## src/rtl/ps2_scancode_decoder_if.sv

```systemverilog
// Byte-in / event-out bundle of the PS/2 scan-code decoder.
// The reader drives data/data_ready/data_valid, and the consumer drives ev_read.
interface ps2_scancode_decoder_if;
    logic [7:0] data;
    logic       data_ready;
    logic       data_valid;
    logic [7:0] ev_code;
    logic       ev_extended;
    logic       ev_release;
    logic       ev_pause;
    logic       ev_valid;
    logic       ev_read;
    logic       dev_ack;
    logic       dev_resend;
    logic       bat_ok;
    logic       bat_fail;
    logic       kbd_overrun;
    logic       overflow;
    logic [7:0] err_count;

    // Event handshake: the head event transfers on any posedge where ev_valid=1
    // and ev_read=1. The head fields stay stable while ev_valid=1 and ev_read=0.
    // Input bytes have no back-pressure. data_ready is a one-cycle strobe.
    modport master (
        output data, data_ready, data_valid, ev_read,
        input  ev_code, ev_extended, ev_release, ev_pause, ev_valid,
               dev_ack, dev_resend, bat_ok, bat_fail, kbd_overrun,
               overflow, err_count
    );

    modport slave (
        input  data, data_ready, data_valid, ev_read,
        output ev_code, ev_extended, ev_release, ev_pause, ev_valid,
               dev_ack, dev_resend, bat_ok, bat_fail, kbd_overrun,
               overflow, err_count
    );
endinterface

```

## src/rtl/ps2_scancode_decoder.sv

```systemverilog
// Turns PS/2 set-2 scan-code bytes into make/break key events queued in a FWFT FIFO.
// It also decodes keyboard status bytes and counts framing and protocol errors.
module ps2_scancode_decoder #(
    parameter int FIFO_DEPTH = 4
) (
    input  logic                        clk,
    input  logic                        reset,
    ps2_scancode_decoder_if.slave       bus,
    output logic [2:0]                  o_state
);
    localparam int PTR_W = (FIFO_DEPTH > 1) ? $clog2(FIFO_DEPTH) : 1;
    localparam int CNT_W = $clog2(FIFO_DEPTH + 1);
    localparam int ENT_W = 11;

    localparam logic [7:0] B_EXT       = 8'hE0;
    localparam logic [7:0] B_BRK       = 8'hF0;
    localparam logic [7:0] B_PAUSE     = 8'hE1;
    localparam logic [7:0] B_ACK       = 8'hFA;
    localparam logic [7:0] B_RESEND    = 8'hFE;
    localparam logic [7:0] B_BAT_OK    = 8'hAA;
    localparam logic [7:0] B_BAT_FAIL  = 8'hFC;
    localparam logic [7:0] B_OVR_LO    = 8'h00;
    localparam logic [7:0] B_OVR_HI    = 8'hFF;
    localparam logic [7:0] PAUSE_CODE  = 8'h77;
    localparam logic [2:0] PAUSE_SKIP  = 3'd7;

    typedef enum logic [2:0] {
        S_IDLE    = 3'd0,
        S_EXT     = 3'd1,
        S_BRK     = 3'd2,
        S_EXT_BRK = 3'd3,
        S_PAUSE   = 3'd4
    } state_t;

    state_t             r_state;
    logic [2:0]         r_skip;
    logic [4:0]         r_status;
    logic [7:0]         r_err_count;
    logic               r_overflow;

    logic [ENT_W-1:0]   r_mem [FIFO_DEPTH];
    logic [PTR_W-1:0]   r_wr_ptr;
    logic [PTR_W-1:0]   r_rd_ptr;
    logic [CNT_W-1:0]   r_count;

    logic               w_accept;
    logic               w_bad;
    logic               w_is_prefix;
    state_t             w_next_state;
    logic [2:0]         w_next_skip;
    logic               w_push;
    logic [ENT_W-1:0]   w_push_entry;
    logic               w_err;
    logic [4:0]         w_status;

    logic               w_not_empty;
    logic               w_full;
    logic               w_pop;
    logic               w_wr_en;
    logic               w_drop;
    logic [ENT_W-1:0]   w_head;

    assign w_accept    = bus.data_ready & bus.data_valid;
    assign w_bad       = bus.data_ready & ~bus.data_valid;
    assign w_is_prefix = (bus.data == B_EXT) || (bus.data == B_BRK) || (bus.data == B_PAUSE);

    // Sequence decode. Entry layout is {pause, release, extended, code}.
    // w_status is ordered {ack, resend, bat_ok, bat_fail, overrun}.
    always_comb begin
        w_next_state = r_state;
        w_next_skip  = r_skip;
        w_push       = 1'b0;
        w_push_entry = {3'b000, bus.data};
        w_err        = 1'b0;
        w_status     = 5'b00000;
        if (w_bad) begin
            w_next_state = S_IDLE;
            w_next_skip  = 3'd0;
            w_err        = 1'b1;
        end else if (w_accept) begin
            case (r_state)
                S_IDLE: begin
                    case (bus.data)
                        B_EXT:      w_next_state = S_EXT;
                        B_BRK:      w_next_state = S_BRK;
                        B_PAUSE: begin
                            w_next_state = S_PAUSE;
                            w_next_skip  = PAUSE_SKIP;
                        end
                        B_ACK:      w_status = 5'b10000;
                        B_RESEND:   w_status = 5'b01000;
                        B_BAT_OK:   w_status = 5'b00100;
                        B_BAT_FAIL: w_status = 5'b00010;
                        B_OVR_LO,
                        B_OVR_HI:   w_status = 5'b00001;
                        default:    w_push   = 1'b1;
                    endcase
                end
                S_EXT: begin
                    w_next_state = S_IDLE;
                    if (bus.data == B_BRK) begin
                        w_next_state = S_EXT_BRK;
                    end else if (w_is_prefix) begin
                        w_err = 1'b1;
                    end else begin
                        w_push       = 1'b1;
                        w_push_entry = {3'b001, bus.data};
                    end
                end
                S_BRK: begin
                    w_next_state = S_IDLE;
                    if (w_is_prefix) begin
                        w_err = 1'b1;
                    end else begin
                        w_push       = 1'b1;
                        w_push_entry = {3'b010, bus.data};
                    end
                end
                S_EXT_BRK: begin
                    w_next_state = S_IDLE;
                    if (w_is_prefix) begin
                        w_err = 1'b1;
                    end else begin
                        w_push       = 1'b1;
                        w_push_entry = {3'b011, bus.data};
                    end
                end
                S_PAUSE: begin
                    // The seven bytes after E1 are fixed, so they are only counted.
                    if (r_skip <= 3'd1) begin
                        w_next_state = S_IDLE;
                        w_next_skip  = 3'd0;
                        w_push       = 1'b1;
                        w_push_entry = {3'b100, PAUSE_CODE};
                    end else begin
                        w_next_skip = r_skip - 3'd1;
                    end
                end
                default: begin
                    w_next_state = S_IDLE;
                    w_next_skip  = 3'd0;
                end
            endcase
        end
    end

    always_ff @(posedge clk) begin
        if (reset) begin
            r_state     <= S_IDLE;
            r_skip      <= 3'd0;
            r_status    <= 5'b00000;
            r_err_count <= 8'h00;
        end else begin
            r_state  <= w_next_state;
            r_skip   <= w_next_skip;
            r_status <= w_status;
            if (w_err && (r_err_count != 8'hFF)) begin
                r_err_count <= r_err_count + 8'd1;
            end
        end
    end

    assign w_not_empty = (r_count != '0);
    assign w_full      = (r_count == CNT_W'(FIFO_DEPTH));
    assign w_pop       = bus.ev_read & w_not_empty;
    // When the FIFO is full the write slot is the head slot. A pop in the same
    // cycle releases that slot, so the write can go ahead.
    assign w_wr_en     = w_push & (~w_full | w_pop);
    assign w_drop      = w_push & w_full & ~w_pop;

    always_ff @(posedge clk) begin
        if (w_wr_en) begin
            r_mem[r_wr_ptr] <= w_push_entry;
        end
    end

    always_ff @(posedge clk) begin
        if (reset) begin
            r_wr_ptr   <= '0;
            r_rd_ptr   <= '0;
            r_count    <= '0;
            r_overflow <= 1'b0;
        end else begin
            if (w_wr_en) begin
                r_wr_ptr <= r_wr_ptr + PTR_W'(1);
            end
            if (w_pop) begin
                r_rd_ptr <= r_rd_ptr + PTR_W'(1);
            end
            case ({w_wr_en, w_pop})
                2'b10:   r_count <= r_count + CNT_W'(1);
                2'b01:   r_count <= r_count - CNT_W'(1);
                default: r_count <= r_count;
            endcase
            if (w_drop) begin
                r_overflow <= 1'b1;
            end
        end
    end

    assign w_head          = r_mem[r_rd_ptr];
    assign bus.ev_valid    = w_not_empty;
    assign bus.ev_code     = w_not_empty ? w_head[7:0] : 8'h00;
    assign bus.ev_extended = w_not_empty & w_head[8];
    assign bus.ev_release  = w_not_empty & w_head[9];
    assign bus.ev_pause    = w_not_empty & w_head[10];

    assign bus.dev_ack     = r_status[4];
    assign bus.dev_resend  = r_status[3];
    assign bus.bat_ok      = r_status[2];
    assign bus.bat_fail    = r_status[1];
    assign bus.kbd_overrun = r_status[0];
    assign bus.overflow    = r_overflow;
    assign bus.err_count   = r_err_count;

    assign o_state = r_state;
endmodule
```

## src/flat_wrapper.sv

```systemverilog
// flat-port wrapper written by rule: the top's interface ports become plain ports
module ps2_scancode_decoder_flat 
#(
    parameter int FIFO_DEPTH = 4
)
  (clk, reset, o_state, bus_data, bus_data_ready, bus_data_valid, bus_ev_read, bus_ev_code, bus_ev_extended, bus_ev_release, bus_ev_pause, bus_ev_valid, bus_dev_ack, bus_dev_resend, bus_bat_ok, bus_bat_fail, bus_kbd_overrun, bus_overflow, bus_err_count);
  ps2_scancode_decoder_if bus_i ();
  input  logic clk;
  input  logic reset;
  output logic [2:0] o_state;
  input wire logic [$bits(bus_i.data)-1:0] bus_data;
  input wire logic [$bits(bus_i.data_ready)-1:0] bus_data_ready;
  input wire logic [$bits(bus_i.data_valid)-1:0] bus_data_valid;
  input wire logic [$bits(bus_i.ev_read)-1:0] bus_ev_read;
  output wire logic [$bits(bus_i.ev_code)-1:0] bus_ev_code;
  output wire logic [$bits(bus_i.ev_extended)-1:0] bus_ev_extended;
  output wire logic [$bits(bus_i.ev_release)-1:0] bus_ev_release;
  output wire logic [$bits(bus_i.ev_pause)-1:0] bus_ev_pause;
  output wire logic [$bits(bus_i.ev_valid)-1:0] bus_ev_valid;
  output wire logic [$bits(bus_i.dev_ack)-1:0] bus_dev_ack;
  output wire logic [$bits(bus_i.dev_resend)-1:0] bus_dev_resend;
  output wire logic [$bits(bus_i.bat_ok)-1:0] bus_bat_ok;
  output wire logic [$bits(bus_i.bat_fail)-1:0] bus_bat_fail;
  output wire logic [$bits(bus_i.kbd_overrun)-1:0] bus_kbd_overrun;
  output wire logic [$bits(bus_i.overflow)-1:0] bus_overflow;
  output wire logic [$bits(bus_i.err_count)-1:0] bus_err_count;
  assign bus_i.data = bus_data;
  assign bus_i.data_ready = bus_data_ready;
  assign bus_i.data_valid = bus_data_valid;
  assign bus_i.ev_read = bus_ev_read;
  assign bus_ev_code = bus_i.ev_code;
  assign bus_ev_extended = bus_i.ev_extended;
  assign bus_ev_release = bus_i.ev_release;
  assign bus_ev_pause = bus_i.ev_pause;
  assign bus_ev_valid = bus_i.ev_valid;
  assign bus_dev_ack = bus_i.dev_ack;
  assign bus_dev_resend = bus_i.dev_resend;
  assign bus_bat_ok = bus_i.bat_ok;
  assign bus_bat_fail = bus_i.bat_fail;
  assign bus_kbd_overrun = bus_i.kbd_overrun;
  assign bus_overflow = bus_i.overflow;
  assign bus_err_count = bus_i.err_count;
  ps2_scancode_decoder #(.FIFO_DEPTH(FIFO_DEPTH)) u_core (.clk(clk), .reset(reset), .bus(bus_i), .o_state(o_state));
endmodule
```

## config.mk

```make
export PLATFORM = sky130hd
export DESIGN_NAME = ps2_scancode_decoder_flat
export DESIGN_NICKNAME = d
export VERILOG_FILES = /design/src/rtl/ps2_scancode_decoder_if.sv /design/src/rtl/ps2_scancode_decoder.sv /design/src/flat_wrapper.sv
export SDC_FILE = /design/constraint.sdc
export NUM_CORES = 1
export LEC_CHECK = 0
export BUFFER_PORTS_ARGS = -buffer_cell sky130_fd_sc_hd__buf_4
export CAP_MARGIN = 5
export CORE_ASPECT_RATIO = 0.6
export CORE_UTILIZATION = 50
export CTS_CLUSTER_SIZE = 25
export DETAILED_ROUTE_END_ITERATION = 8
export PLACE_DENSITY = 0.69
export SYNTH_ARGS = -nofsm -noshare
export SYNTH_HDL_FRONTEND = slang
export SYNTH_SLANG_ARGS = --single-unit
```

## constraint.sdc

```tcl
create_clock -name clk -period 3.4 [get_ports clk]
set_input_delay 0.17 -clock clk [delete_from_list [all_inputs] [get_ports clk]]
set_output_delay 0.17 -clock clk [all_outputs]
set_load 0.005 [all_outputs]
```

=== After elaboration in Yosys (flattened, before gate mapping) ===
Memory sizes are Yosys's and may differ from the RTL's. A register that Yosys moved wholly into a read port is not among the register bits.
Cells that the tools add are included.

* Flip-flop bits (word level): 27
* Bits in writable memories: 44
* Input bits: 13
* Output and inout port bits: 29
* Logic and storage cells: 100
* Memories: 1

* $add $sub $neg: 6
* $lt $le $gt $ge: 1
* Equality and inequality tests: 19
* Muxes and demuxes: 34
* Bitwise operators: 16
* Reduce and logical (&&, ||, !) cells: 15

{| class="wikitable"
|+ Memory list
! name !! words !! width !! rd ports !! clocked after memory_dff !! write ports !! RTL line !! text
|-
| u_core.r_mem || 4 || 11 || 1 || 1 || 1 || ps2_scancode_decoder.sv:41 || <nowiki>logic [ENT_W-1:0] r_mem [FIFO_DEPTH];</nowiki>
|}

{| class="wikitable"
|+ Operator list
! kind !! number
|-
| $eq A8 B8 Y1 const B || 8
|-
| $mux W11 || 4
|-
| $pmux W11 S4 || 1
|-
| $pmux W3 S3 || 3
|-
| $pmux W5 S5 || 1
|-
| $mux W10 || 2
|-
| $mux W1 || 12
|-
| $and A1 B1 Y1 || 9
|-
| $mux W3 || 3
|-
| $mux W9 || 1
|-
| $reduce_or A9 Y1 || 1
|-
| $add A8 B1 Y8 const B || 1
|-
| $logic_not A8 Y1 || 1
|-
| $mux W8 || 1
|-
| $ne A8 B8 Y1 const B || 1
|-
| $eq A3 B2 Y1 const B || 2
|-
| $eq A3 B3 Y1 const B || 2
|-
| $mux W2 || 3
|-
| $not A1 Y1 || 6
|-
| $pmux W3 S2 || 1
|-
| $reduce_and A3 Y1 || 2
|-
| $reduce_or A2 Y1 || 3
|-
| $sub A3 B1 Y3 const B || 2
|-
| $add A2 B1 Y2 const B || 2
|-
| other kinds (17) || 19
|}

=== Depth between registers and ports, before layout ===
Gate-level depths: netlist of the first run.

* Word-level depth: 11
* Depth in mapped cells: 14
* Depth with buffers taken out: 14

=== Least setup slack after synthesis of the first run ===
OpenSTA, ideal clock, no wires.

* Path kind: register -> register
* From: register u_core.r_skip[1]
* To: register u_core.r_count[2]
* Library setup time: 0.071 ns
* Arrival: 2.648 ns
* Data required time: 3.329 ns
* Path slack: 0.681 ns
* Cell stages (with the launch flop): 15
* Path buffers: 0
* Period minus slack after synthesis: 2.719 ns
* Cell sequence: dfxtp_1 inv_1 ha_1 o21ba_2 nor3b_1 mux2_2 a31oi_1 nor2_1 inv_1 ha_1 inv_1 fa_1 xor2_1 or3_1 a21oi_1

* Longest elaborated chain between the ends: 8
* Elaborated cells between the ends (all ways): 10
* Those cells by class: 1 x order compare; 2 x eq/ne; 5 x mux; 1 x bitwise; 1 x reduce/logical

{| class="wikitable"
|+ Ends and longest elaborated chain
! what !! RTL line !! text
|-
| from (decl) || ps2_scancode_decoder.sv:36 || <nowiki>logic [2:0] r_skip;</nowiki>
|-
| from (signal assigned) || ps2_scancode_decoder.sv:155 || <nowiki>r_skip <= w_next_skip;</nowiki>
|-
| $le A3 B1 Y1 (*) || ps2_scancode_decoder.sv:130 || <nowiki>if (r_skip <= 3'd1) begin</nowiki>
|-
| $mux W1 (*) || ps2_scancode_decoder.sv:130 ||
|-
| $pmux W1 S4 (*) || ps2_scancode_decoder.sv:81 || <nowiki>case (r_state)</nowiki>
|-
| $mux W1 (*) || ps2_scancode_decoder.sv:80 || <nowiki>end else if (w_accept) begin</nowiki>
|-
| $mux W1 (*) || ps2_scancode_decoder.sv:76 || <nowiki>if (w_bad) begin</nowiki>
|-
| $and A1 B1 Y1 (*) || ps2_scancode_decoder.sv:168 || <nowiki>assign w_wr_en = w_push & (~w_full | w_pop);</nowiki>
|-
| $eq A2 B1 Y1 / $eq A2 B2 Y1 (equally long branches) || ps2_scancode_decoder.sv:190 || <nowiki>case ({w_wr_en, w_pop})</nowiki>
|-
| $pmux W3 S2 / $reduce_bool A2 Y1 (equally long branches) || - ||
|-
| to (signal assigned) || ps2_scancode_decoder.sv:191 || <nowiki>2'b10: r_count <= r_count + CNT_W'(1);</nowiki>
|-
| to (signal assigned) || ps2_scancode_decoder.sv:192 || <nowiki>2'b01: r_count <= r_count - CNT_W'(1);</nowiki>
|-
| to (signal assigned) || ps2_scancode_decoder.sv:193 || <nowiki>default: r_count <= r_count;</nowiki>
|-
| to (decl) || ps2_scancode_decoder.sv:44 || <nowiki>logic [CNT_W-1:0] r_count;</nowiki>
|}

Every way passes the cells marked *; elsewhere a longest branch is shown, timed or not.
A chain may end at the register's enable or synchronous reset.

=== Worst setup path after layout of the first run ===
Same ends and word-level chain as after synthesis.

==> flow_metrics.env, run 1 <==
export IMPL_yosys_top_cells_area="edfxtp_1, dfxtp_1, mux4_2, and2_1, ha_1"
export IMPL_critPathLaunch="u_core.r_skip[1]"
export IMPL_syn_num_nets=294
export IMPL_setup_viol=0
export IMPL_antenna_found_initial=0
export IMPL_post_cts_setup_buffer_count=0
export IMPL_dpl_cell_count=387
export IMPL_synth_compound_area_frac=0.0695
export IMPL_drive_gt1_frac=0.251
export IMPL_clk_path_buf_depth=2
export IMPL_cap_violations=0
export IMPL_drc=0
export IMPL_final_cell_area_mm2=0.00387
export IMPL_rrSetupSlack_ns=0.36
export IMPL_synthSimpleGateAreaFrac=0.199
export IMPL_cts_root_buffer="clkbuf_8"
export IMPL_port_buffers=41
export IMPL_synth_async_reset_ratio=0
export IMPL_clkSlewWorstSetupHoldPaths_ns=0.08
export IMPL_crit_chain="inv_1 -> ha_1 -> o21ba_2 -> nor3b_1 -> mux2_2 -> a31oi_1 -> nor2_1 -> inv_1 -> ha_1 -> inv_1 -> fa_1 -> xor2_1 -> or3_1 -> a21oi_1"
export IMPL_pre_cts_ws_ns=0.354
export IMPL_fmax_ghz=0.329
export IMPL_ir_worst_vdd_v=0.000299
export IMPL_start_kind="flip-flop"
export IMPL_worstSetupPathType="reg -> reg"
export IMPL_gr_total_overflow=0
export IMPL_synth_top_family_by_area="simple AND/OR/NAND/NOR gates"
export IMPL_synthMuxAreaShare=0.0778
export IMPL_hold_path_class="in -> reg"
export IMPL_n_antenna_cell=0
export IMPL_drt_iter0_markers=102
export IMPL_seq_area_frac_synth=0.571
export IMPL_hpwl_mm=4.60
export IMPL_clkSinkCount=73
export IMPL_critPathTopFamily="compound AO/OA/AOI/OAI gates"
export IMPL_ant_nets=0
export IMPL_die_area_mm2=0.00700
export IMPL_core_area_mm2=0.00628
export IMPL_crit_path_end="u_core.r_count[2]"
export IMPL_yosys_most_used_dff="edfxtp_1"
export IMPL_ys_ff_latch=73
export IMPL_path_max_fanout=6
export IMPL_hold_viol_final=0
export IMPL_yosysUniqueCellTypes=49
export IMPL_fin_crit_sh=0.893
export IMPL_r2r_start="u_core.r_skip[1]"
export IMPL_drv_slew=0
export IMPL_synthToLayoutAreaGrowth_pct=16.4
export IMPL_power_density_mw_per_mm2=547
export IMPL_dpl_cell_area_mm2=0.00370
export IMPL_leakage_nw=1.41
export IMPL_numCtsBuffers=9
export IMPL_setup_ws_ns=0.364
export IMPL_cp_arrival_ns=3.32
export IMPL_finalCriticalPeriod_ns=3.04
export IMPL_finalClockSkew_ns=0.00992
export IMPL_grt_pass1_vias=2122
export IMPL_crit_cells=14
export IMPL_stdcell_count=403
export IMPL_post_drt_wl_per_cell_um=16.1
export IMPL_synth_top_cell_area_share=0.397
export IMPL_utilization=0.617
export IMPL_critPathCaptureType="flip-flop"
export IMPL_cpMostUsedCell="inv_1"
export IMPL_boundaryPins=42
export IMPL_slew_headroom=0.497
export IMPL_critPathMaxStageDelay_ns=0.37
export IMPL_rsz0062_at_grt="false"
export IMPL_dr_pass1_iters=4
export IMPL_tightest_slew_ns=0.753
export IMPL_syn_area_per_cell_um2=12.2
export IMPL_die_w_um=107
export IMPL_num_nets_final=336
export IMPL_gp_congestion=0.854
export IMPL_routed_via_count=2222
export IMPL_yosysWarnings=0
export IMPL_r2r_end="u_core.r_count[2]"
export IMPL_clk_latency_ns=0.34
export IMPL_yosys_area_top_type="edfxtp_1"
export IMPL_cts_resized=0
export IMPL_track_usage=0.212
export IMPL_cts_tree="built"
export IMPL_outcome="finished, final reports clean"
export IMPL_rows=22
export IMPL_dieHeight_um=65.2
export IMPL_crit_slowest_cell="a31oi_1"
export IMPL_worstPathRequired_ns=3.68
export IMPL_synth_cells=272
export IMPL_r2r_cells=14
export IMPL_synth_adder_area_share=0.0361
export IMPL_grt_max_degree=25
export IMPL_htreeDepth=3
export IMPL_syn_cell_area_mm2=0.00333
export IMPL_cp_num_buf_inv=3
export IMPL_synth_xor_area_share=0.0211
export IMPL_postCtsHoldBufs=0
export IMPL_wl_mm=6.48
export IMPL_vias_per_cell=5.51
export IMPL_start_util=0.530
export IMPL_grt_pass1_wl_mm=11.0
export IMPL_synth_edff_count=44
export IMPL_setup_tns_ns=0
==> per-stage QoR <==
step           total power (W)  hold WS (ns)
6_report               0.00212        0.0608
5_1_grt                0.00225        0.0540
4_1_cts                0.00215        0.0489
3_5_place_dp           0.00156         0.419
3_3_place_gp           0.00154         0.403
2_1_floorplan          0.00135         0.242
==> cells by family after synthesis <==
kind of cell               count (synthesis)
muxes                                     12
AOI/OAI and AO/OA                         35
xor gates and xnor gates                   8
adders and majority gates                  9
and+or+nand+nor                          114
DFF                                       73
buffers and inverters                     21
==> worst reg2reg max path: stages, from the launching register on <==
cell	delay, ns
dfxtp_1	0.33
inv_1	0.07
ha_1	0.18
o21ba_2	0.24
nor3b_1	0.07
mux2_2	0.26
a31oi_1	0.37
nor2_1	0.16
inv_1	0.09
ha_1	0.17
inv_1	0.06
fa_1	0.37
xor2_1	0.16
or3_1	0.30
a21oi_1	0.14
==> registers in the layout (all words and copies together), names as in the netlist, named ones only <==
name                  cells
u_core.r_skip             3
u_core.bus.err_count      8
u_core.r_status           5
u_core.bus.overflow       1
u_core.r_rd_ptr           2
u_core.o_state            3
u_core.r_wr_ptr           2
u_core.r_count            3
u_core.r_mem             44
==> power by group <==
| group | switching, W | internal, W | leakage, nW |
|---|---|---|---|
| combinational | 0.000212 | 0.000278 | 0.683 |
| sequential | 0.0000627 | 0.000979 | 0.635 |
| clock | 0.000322 | 0.000267 | 0.0866 |
==> how the worst min path moves through the flow <==
stage                      from                 end  depth (start not counted)
finish              bus_data[1]  u_core.r_status[1]                          2
CTS                 bus_data[1]  u_core.r_status[1]                          2
floorplan           bus_data[1]  u_core.r_status[1]                          1
global placement    bus_data[1]  u_core.r_status[1]                          2
global route        bus_data[1]  u_core.r_status[1]                          2
detailed placement  bus_data[1]  u_core.r_status[1]                          2
==> routing by layer <==
layer / part of all wire / global-route usage
met5: 0 / 0
met4: 0.0080 / 0.0514
met3: 0.067 / 0.0744
met2: 0.43 / 0.296
met1: 0.50 / 0.314
==> layout by cell type (no fill, tap or decap), drive strengths merged, types with 6 or more instances in the layout <==
master,netlist,routed
nand2,14,14
mux4,11,11
inv,10,11
nor2,26,26
dfxtp,29,29
and2,20,20
nand2b,7,7
a21oi,11,11
ha,8,8
o21ai,11,11
nor3,8,8
or3,6,6
buf,4,42
edfxtp,44,44
clkbuf,7,10
==> Yosys cell counts, types with 6 or more instances <==
cell type and instances:
mux4_2 11, ha_1 8, a21oi_1 11, nor2_1 26
nand2_1 14, and2_1 19, clkbuf_1 7, inv_1 10
o21ai_0 11, nand2b_1 7, edfxtp_1 44, nor3_1 7
dfxtp_1 29, or3_1 6
==> area by class of cell <==
class / count / area [um2]
well taps: 84 / 105
inverters: 10 / 37.5
flip-flops and latches: 73 / 1900
fillers: 504 / 2400
repair buffers: 42 / 315
clock buffers: 10 / 128
clock inverters: 6 / 43.8
multi-input cells: 178 / 1340
No activity file was read; power rests on OpenSTA's default activity.
==> inputs of run 2 (changes only) <==
--- a/config.mk
+++ b/config.mk
@@ -9,6 +9,7 @@
 export CAP_MARGIN = 5
 export CORE_ASPECT_RATIO = 0.6
 export CORE_UTILIZATION = 50
+export CTS_BUF_LIST = sky130_fd_sc_hd__clkbuf_4 sky130_fd_sc_hd__clkbuf_8 sky130_fd_sc_hd__clkbuf_16
 export CTS_CLUSTER_SIZE = 25
 export DETAILED_ROUTE_END_ITERATION = 8
 export PLACE_DENSITY = 0.69
==> flow_metrics.env, run 2 (same netlist as run 1, synthesis figures left out) <==
export IMPL_die_area_mm2=0.00700
export IMPL_boundaryPins=42
export IMPL_setup_viol=0
export IMPL_finalClockSkew_ns=0.0102
export IMPL_clk_latency_ns=0.34
export IMPL_hold_path_class="in -> reg"
export IMPL_gp_congestion=0.854
export IMPL_largest_register_ffs=44
export IMPL_dpl_cell_area_mm2=0.00370
export IMPL_ir_worst_vdd_v=0.000301
export IMPL_die_w_um=107
export IMPL_power_density_mw_per_mm2=549
export IMPL_utilization=0.618
export IMPL_start_util=0.530
export IMPL_postCtsHoldBufs=0
export IMPL_start_kind="flip-flop"
export IMPL_critPathMaxStageDelay_ns=0.38
export IMPL_dr_pass1_iters=4
export IMPL_post_drt_wl_per_cell_um=16.1
export IMPL_clk_path_buf_depth=2
export IMPL_crit_slowest_cell="a31oi_1"
export IMPL_drc=0
export IMPL_ant_nets=0
export IMPL_fin_crit_sh=0.896
export IMPL_dieHeight_um=65.2
export IMPL_slew_headroom=0.494
export IMPL_layout_commonest_cell="edfxtp_1"
export IMPL_synthToLayoutAreaGrowth_pct=16.5
export IMPL_n_antenna_cell=0
export IMPL_port_buffers=41
export IMPL_stdcell_count=403
export IMPL_clkSlewWorstSetupHoldPaths_ns=0.08
export IMPL_finalCriticalPeriod_ns=3.05
export IMPL_num_nets_final=336
export IMPL_fill_cells=501
export IMPL_dpl_cell_count=387
export IMPL_vias_per_cell=5.52
export IMPL_finalHoldWorstSlack_ns=0.0609
export IMPL_core_area_mm2=0.00628
export IMPL_routed_via_count=2225
export IMPL_final_cell_area_mm2=0.00388
export IMPL_worstPathRequired_ns=3.68
export IMPL_post_cts_setup_buffer_count=0
export IMPL_critPathTopFamily="compound AO/OA/AOI/OAI gates"
export IMPL_cp_arrival_ns=3.33
export IMPL_antenna_found_initial=0
export IMPL_fmax_ghz=0.328
export IMPL_wl_mm=6.49
export IMPL_hpwl_mm=4.60
export IMPL_cts_resized=0
export IMPL_outcome="finished, final reports clean"
export IMPL_setup_tns_ns=0
export IMPL_critPathCaptureType="flip-flop"
export IMPL_drive_gt1_frac=0.254
export IMPL_drv_slew=0
export IMPL_tightest_slew_ns=0.759
export IMPL_numCtsBuffers=9
export IMPL_drt_iter0_markers=120
export IMPL_grt_pass1_vias=2126
export IMPL_crit_chain="inv_1 -> ha_1 -> o21ba_2 -> nor3b_1 -> mux2_2 -> a31oi_1 -> nor2_1 -> inv_1 -> ha_1 -> inv_1 -> fa_1 -> xor2_1 -> or3_1 -> a21oi_1"
export IMPL_clkSinkCount=73
export IMPL_grt_pass1_wl_mm=11.0
export IMPL_registers_top_by_ff_count="u_core.r_mem"
export IMPL_htreeDepth=3
export IMPL_cpMostUsedCell="inv_1"
export IMPL_rows=22
export IMPL_worstSetupPathType="reg -> reg"
export IMPL_gr_total_overflow=0
export IMPL_path_max_fanout=6
export IMPL_cp_num_buf_inv=3
export IMPL_rsz0062_at_grt="false"
export IMPL_leakage_nw=1.41
export IMPL_final_cell_mix="edfxtp_1, buf_4, dfxtp_1"
export IMPL_grt_max_degree=25
export IMPL_cts_tree="built"
export IMPL_cap_violations=0
export IMPL_cts_root_buffer="clkbuf_8"
export IMPL_hold_viol_final=0
export IMPL_track_usage=0.213
-- run 2: cell types whose count changed in the layout (fill, tap and decap cells not counted) --
cell      change
clkbuf_4      +1
clkbuf_1      -1
-- run 2: worst paths after layout --
check / slack (ns) / depth (start not counted) / end / start
worst max register to register: 0.35 / 14 / u_core.r_count[2] / u_core.r_skip[1]
worst max-delay path: 0.35 / 14 / u_core.r_count[2] / u_core.r_skip[1]
worst min-delay path: 0.06 / 2 / u_core.r_status[1] / bus_data[1]
worst min register to register: 0.46 / 2 / u_core.bus.overflow / u_core.bus.overflow
-- run 2: per-stage QoR --
stage | setup WS [ns] | power (W)
after floorplan | 0.681 | 0.00135
after global placement | 0.465 | 0.00154
after detailed placement | 0.354 | 0.00156
after CTS | 0.344 | 0.00216
after global routing | 0.0220 | 0.00225
final | 0.353 | 0.00213
-- run 2: routing by layer --
metal | routed length (um) | track usage
met1 | 3300 | 0.316
met2 | 2760 | 0.296
met3 | 378 | 0.0744
met4 | 52 | 0.0514
met5 | 0 | 0
-- run 2: final cells by class --
type | instances | area, um2 | share of cell area
well taps | 84 | 105 | 0.0271
clock buffers | 10 | 131 | 0.0339
flip-flops and latches | 73 | 1900 | 0.490
clock inverters | 6 | 43.8 | 0.0113
repair buffers | 42 | 315 | 0.0813
multi-input cells | 178 | 1340 | 0.346
inverters | 10 | 37.5 | 0.00968
-- run 2: where the power goes --
group | total [W] | leakage (nW) | internal [W] | switching [W]
Clock | 0.000597 | 0.0900 | 0.000275 | 0.000322
Combinational | 0.000490 | 0.683 | 0.000278 | 0.000211
Sequential | 0.00104 | 0.635 | 0.000979 | 0.0000632
-- run 2: worst reg2reg max path: stages (launching register included) --
cell and delay [ns]:
dfxtp_1 0.34, inv_1 0.07, ha_1 0.18, o21ba_2 0.24
nor3b_1 0.07, mux2_2 0.26, a31oi_1 0.38, nor2_1 0.17
inv_1 0.09, ha_1 0.17, inv_1 0.06, fa_1 0.37
xor2_1 0.16, or3_1 0.30, a21oi_1 0.14
==> inputs of run 3 (changes only) <==
--- a/config.mk
+++ b/config.mk
@@ -5,6 +5,7 @@
 export SDC_FILE = /design/constraint.sdc
 export NUM_CORES = 1
 export LEC_CHECK = 0
+export ABC_AREA = 1
 export BUFFER_PORTS_ARGS = -buffer_cell sky130_fd_sc_hd__buf_4
 export CAP_MARGIN = 5
 export CORE_ASPECT_RATIO = 0.6
==> constraint.sdc (replaced) <==
create_clock -name clk -period 3.4 [get_ports clk]
set_input_delay 0.85 -clock clk [delete_from_list [all_inputs] [get_ports clk]]
set_output_delay 0.85 -clock clk [all_outputs]
set_load 0.005 [all_outputs]
==> flow_metrics.env, run 3 <==
export IMPL_grt_max_degree=23
export IMPL_clk_latency_ns=0.33
export IMPL_clkSinkCount=73
export IMPL_hold_path_class="reg -> reg"
export IMPL_die_w_um=110
export IMPL_post_drt_wl_per_cell_um=14.3
export IMPL_grt_pass1_wl_mm=12.1
export IMPL_drive_gt1_frac=0.166
export IMPL_yosys_most_used_dff="edfxtp_1"
export IMPL_die_area_mm2=0.00733
export IMPL_ir_worst_vdd_v=0.000588
export IMPL_boundaryPins=42
export IMPL_routed_via_count=2826
export IMPL_cpMostUsedCell="nand2_1"
export IMPL_cts_resized=0
export IMPL_r2r_start="u_core.o_state[2]"
export IMPL_synth_top_cell_area_share=0.379
export IMPL_r2r_cells=15
export IMPL_yosys_top_cells_area="edfxtp_1, dfxtp_1, nor2_1, o21ai_0, nand2_1"
export IMPL_hpwl_mm=5.47
export IMPL_leakage_nw=1.72
export IMPL_layout_commonest_cell="nor2_1"
export IMPL_synthToLayoutAreaGrowth_pct=20.3
export IMPL_crit_slowest_cell="fa_1"
export IMPL_cts_root_buffer="clkbuf_16"
export IMPL_setup_viol=0
export IMPL_rsz0062_at_grt="false"
export IMPL_rows=23
export IMPL_fin_crit_sh=0.840
export IMPL_holdPathStages=2
export IMPL_worstSetupPathType="in -> reg"
export IMPL_drv_slew=0
export IMPL_worstPathRequired_ns=3.61
export IMPL_yosys_area_top_type="edfxtp_1"
export IMPL_dr_pass1_iters=6
export IMPL_synth_async_reset_ratio=0
export IMPL_synth_edff_count=44
export IMPL_syn_area_per_cell_um2=8.68
export IMPL_core_area_mm2=0.00671
export IMPL_start_kind="input port"
export IMPL_clkSlewWorstSetupHoldPaths_ns=0.06
export IMPL_cts_tree="built"
export IMPL_critPathCaptureType="flip-flop"
export IMPL_syn_cell_area_mm2=0.00349
export IMPL_wl_mm=7.80
export IMPL_syn_num_nets=424
export IMPL_largest_register_ffs=44
export IMPL_r2r_end="u_core.r_count[2]"
export IMPL_finalHoldWorstSlack_ns=0.459
export IMPL_cp_num_buf_inv=3
export IMPL_synthTopCellsByCount="nor2_1, nand2_1, inv_1"
export IMPL_drt_iter0_markers=214
export IMPL_grt_pass1_vias=2514
export IMPL_dpl_cell_area_mm2=0.00392
export IMPL_cp_arrival_ns=3.07
export IMPL_seq_area_frac_synth=0.545
export IMPL_hold_viol_final=0
export IMPL_postCtsHoldBufs=0
export IMPL_registers_top_by_ff_count="u_core.r_mem"
export IMPL_start_util=0.520
export IMPL_critPathTopFamily="simple AND/OR/NAND/NOR gates"
export IMPL_critPathMaxStageDelay_ns=0.38
export IMPL_path_max_fanout=7
export IMPL_slew_headroom=0.585
export IMPL_htreeDepth=3
export IMPL_final_cell_area_mm2=0.00420
export IMPL_clk_path_buf_depth=2
export IMPL_power_total_w=0.00244
export IMPL_yosysUniqueCellTypes=28
export IMPL_numCtsBuffers=9
export IMPL_ant_nets=0
export IMPL_drc=0
export IMPL_yosysWarnings=0
export IMPL_min_to="u_core.r_skip[1]"
export IMPL_cap_violations=0
export IMPL_dieHeight_um=66.7
export IMPL_ys_ff_latch=73
export IMPL_rrSetupSlack_ns=0.82
export IMPL_tightest_slew_ns=0.615
export IMPL_setup_tns_ns=0
export IMPL_min_from="u_core.r_skip[1]"
export IMPL_n_antenna_cell=0
export IMPL_vias_per_cell=5.19
export IMPL_num_nets_final=474
export IMPL_synth_most_common_cell="nor2_1"
export IMPL_fmax_ghz=0.350
export IMPL_finalClockSkew_ns=0.00595
export IMPL_crit_chain="buf_4 -> inv_1 -> nand2_1 -> nor2_1 -> nand2_2 -> nand3_1 -> nand2_1 -> nor2_1 -> nand2_1 -> nand3_2 -> ha_1 -> inv_1 -> fa_1 -> a21oi_1 -> o21ai_0 -> o21ai_0 -> a21oi_1"
export IMPL_gp_congestion=0.893
export IMPL_gr_total_overflow=0
export IMPL_final_cell_mix="nor2_1, nand2_1, buf_4"
export IMPL_port_buffers=41
export IMPL_finalCriticalPeriod_ns=2.86
export IMPL_post_cts_setup_buffer_count=0
export IMPL_track_usage=0.225
export IMPL_power_density_mw_per_mm2=581
export IMPL_outcome="finished, final reports clean"
export IMPL_synth_cells=402
export IMPL_antenna_found_initial=0
==> run 3: cell types whose count changed after synthesis, sizes merged, moves of 6 or more <==
cell,change
a21oi,+27
and2,-20
inv,+38
mux4,-11
nand2,+41
nand2b,-7
nand3,+19
nor2,+62
o21ai,+30
or3,-6
==> run 3: layout make-up <==
type / instances / area, um2
well taps: 87 / 109
multi-input cells: 273 / 1380
fillers: 576 / 2510
flip-flops and latches: 73 / 1900
inverters: 48 / 180
clock inverters: 6 / 42.5
clock buffers: 10 / 233
repair buffers: 47 / 353
==> run 3: cell families (layout without fill, tap and decap cells) <==
group / count (synthesis) / in the layout / share of synthesized area
xor+xnor: 7 / 7 / 0.0176
simple gates: 177 / 177 / 0.224
fa+ha+maj: 9 / 9 / 0.0344
compound gates: 80 / 80 / 0.119
buf+inv: 56 / 111 / 0.0603
flops: 73 / 73 / 0.545
==> run 3: stage by stage <==
| stage | utilization | instances | setup slack [ns] |
|---|---|---|---|
| 6_report | 0.626 | 544 | 0.543 |
| 5_1_grt | 0.626 | 544 | 0.269 |
| 4_1_cts | 0.626 | 544 | 0.563 |
| 3_5_place_dp | 0.585 | 528 | 0.217 |
| 3_3_place_gp | 0.585 | 528 | 0.350 |
| 2_1_floorplan | - | 402 | 0.617 |
==> run 3: worst max-delay path by stage <==
stage                                    to  slack, ns  cells past startpoint   startpoint
after global placement    u_core.r_count[2]       0.35                     17  bus_data[4]
after CTS                 u_core.r_count[2]       0.56                     17  bus_data[4]
after global routing      u_core.r_count[2]       0.27                     17  bus_data[4]
final                     u_core.r_count[2]       0.54                     17  bus_data[4]
after floorplan           u_core.r_count[2]       0.62                     14  bus_data[2]
after detailed placement  u_core.r_count[2]       0.22                     17  bus_data[4]
==> run 3: tightest hold or removal path, delay by kind of cell, from the launching register on <==
family / cells / cell delay [ns]
DFF: 1 / 0.30
and+or+nand+nor: 1 / 0.06
AOI/OAI and AO/OA: 1 / 0.05
==> run 3: report_power, final <==
group | total (W) | internal, W | switching, W
Clock | 0.000864 | 0.000502 | 0.000362
Combinational | 0.000563 | 0.000226 | 0.000338
Sequential | 0.00101 | 0.000985 | 0.0000259
==> run 3: layer usage <==
metal	up-vias	part of all wire	wire (um)	GRT usage
met4	0	0.0076	59	0.0667
met5	-	0	0	0
met3	9	0.081	630	0.0695
met1	1270	0.49	3830	0.332
met2	113	0.42	3280	0.311
li1	1434	-	-	-
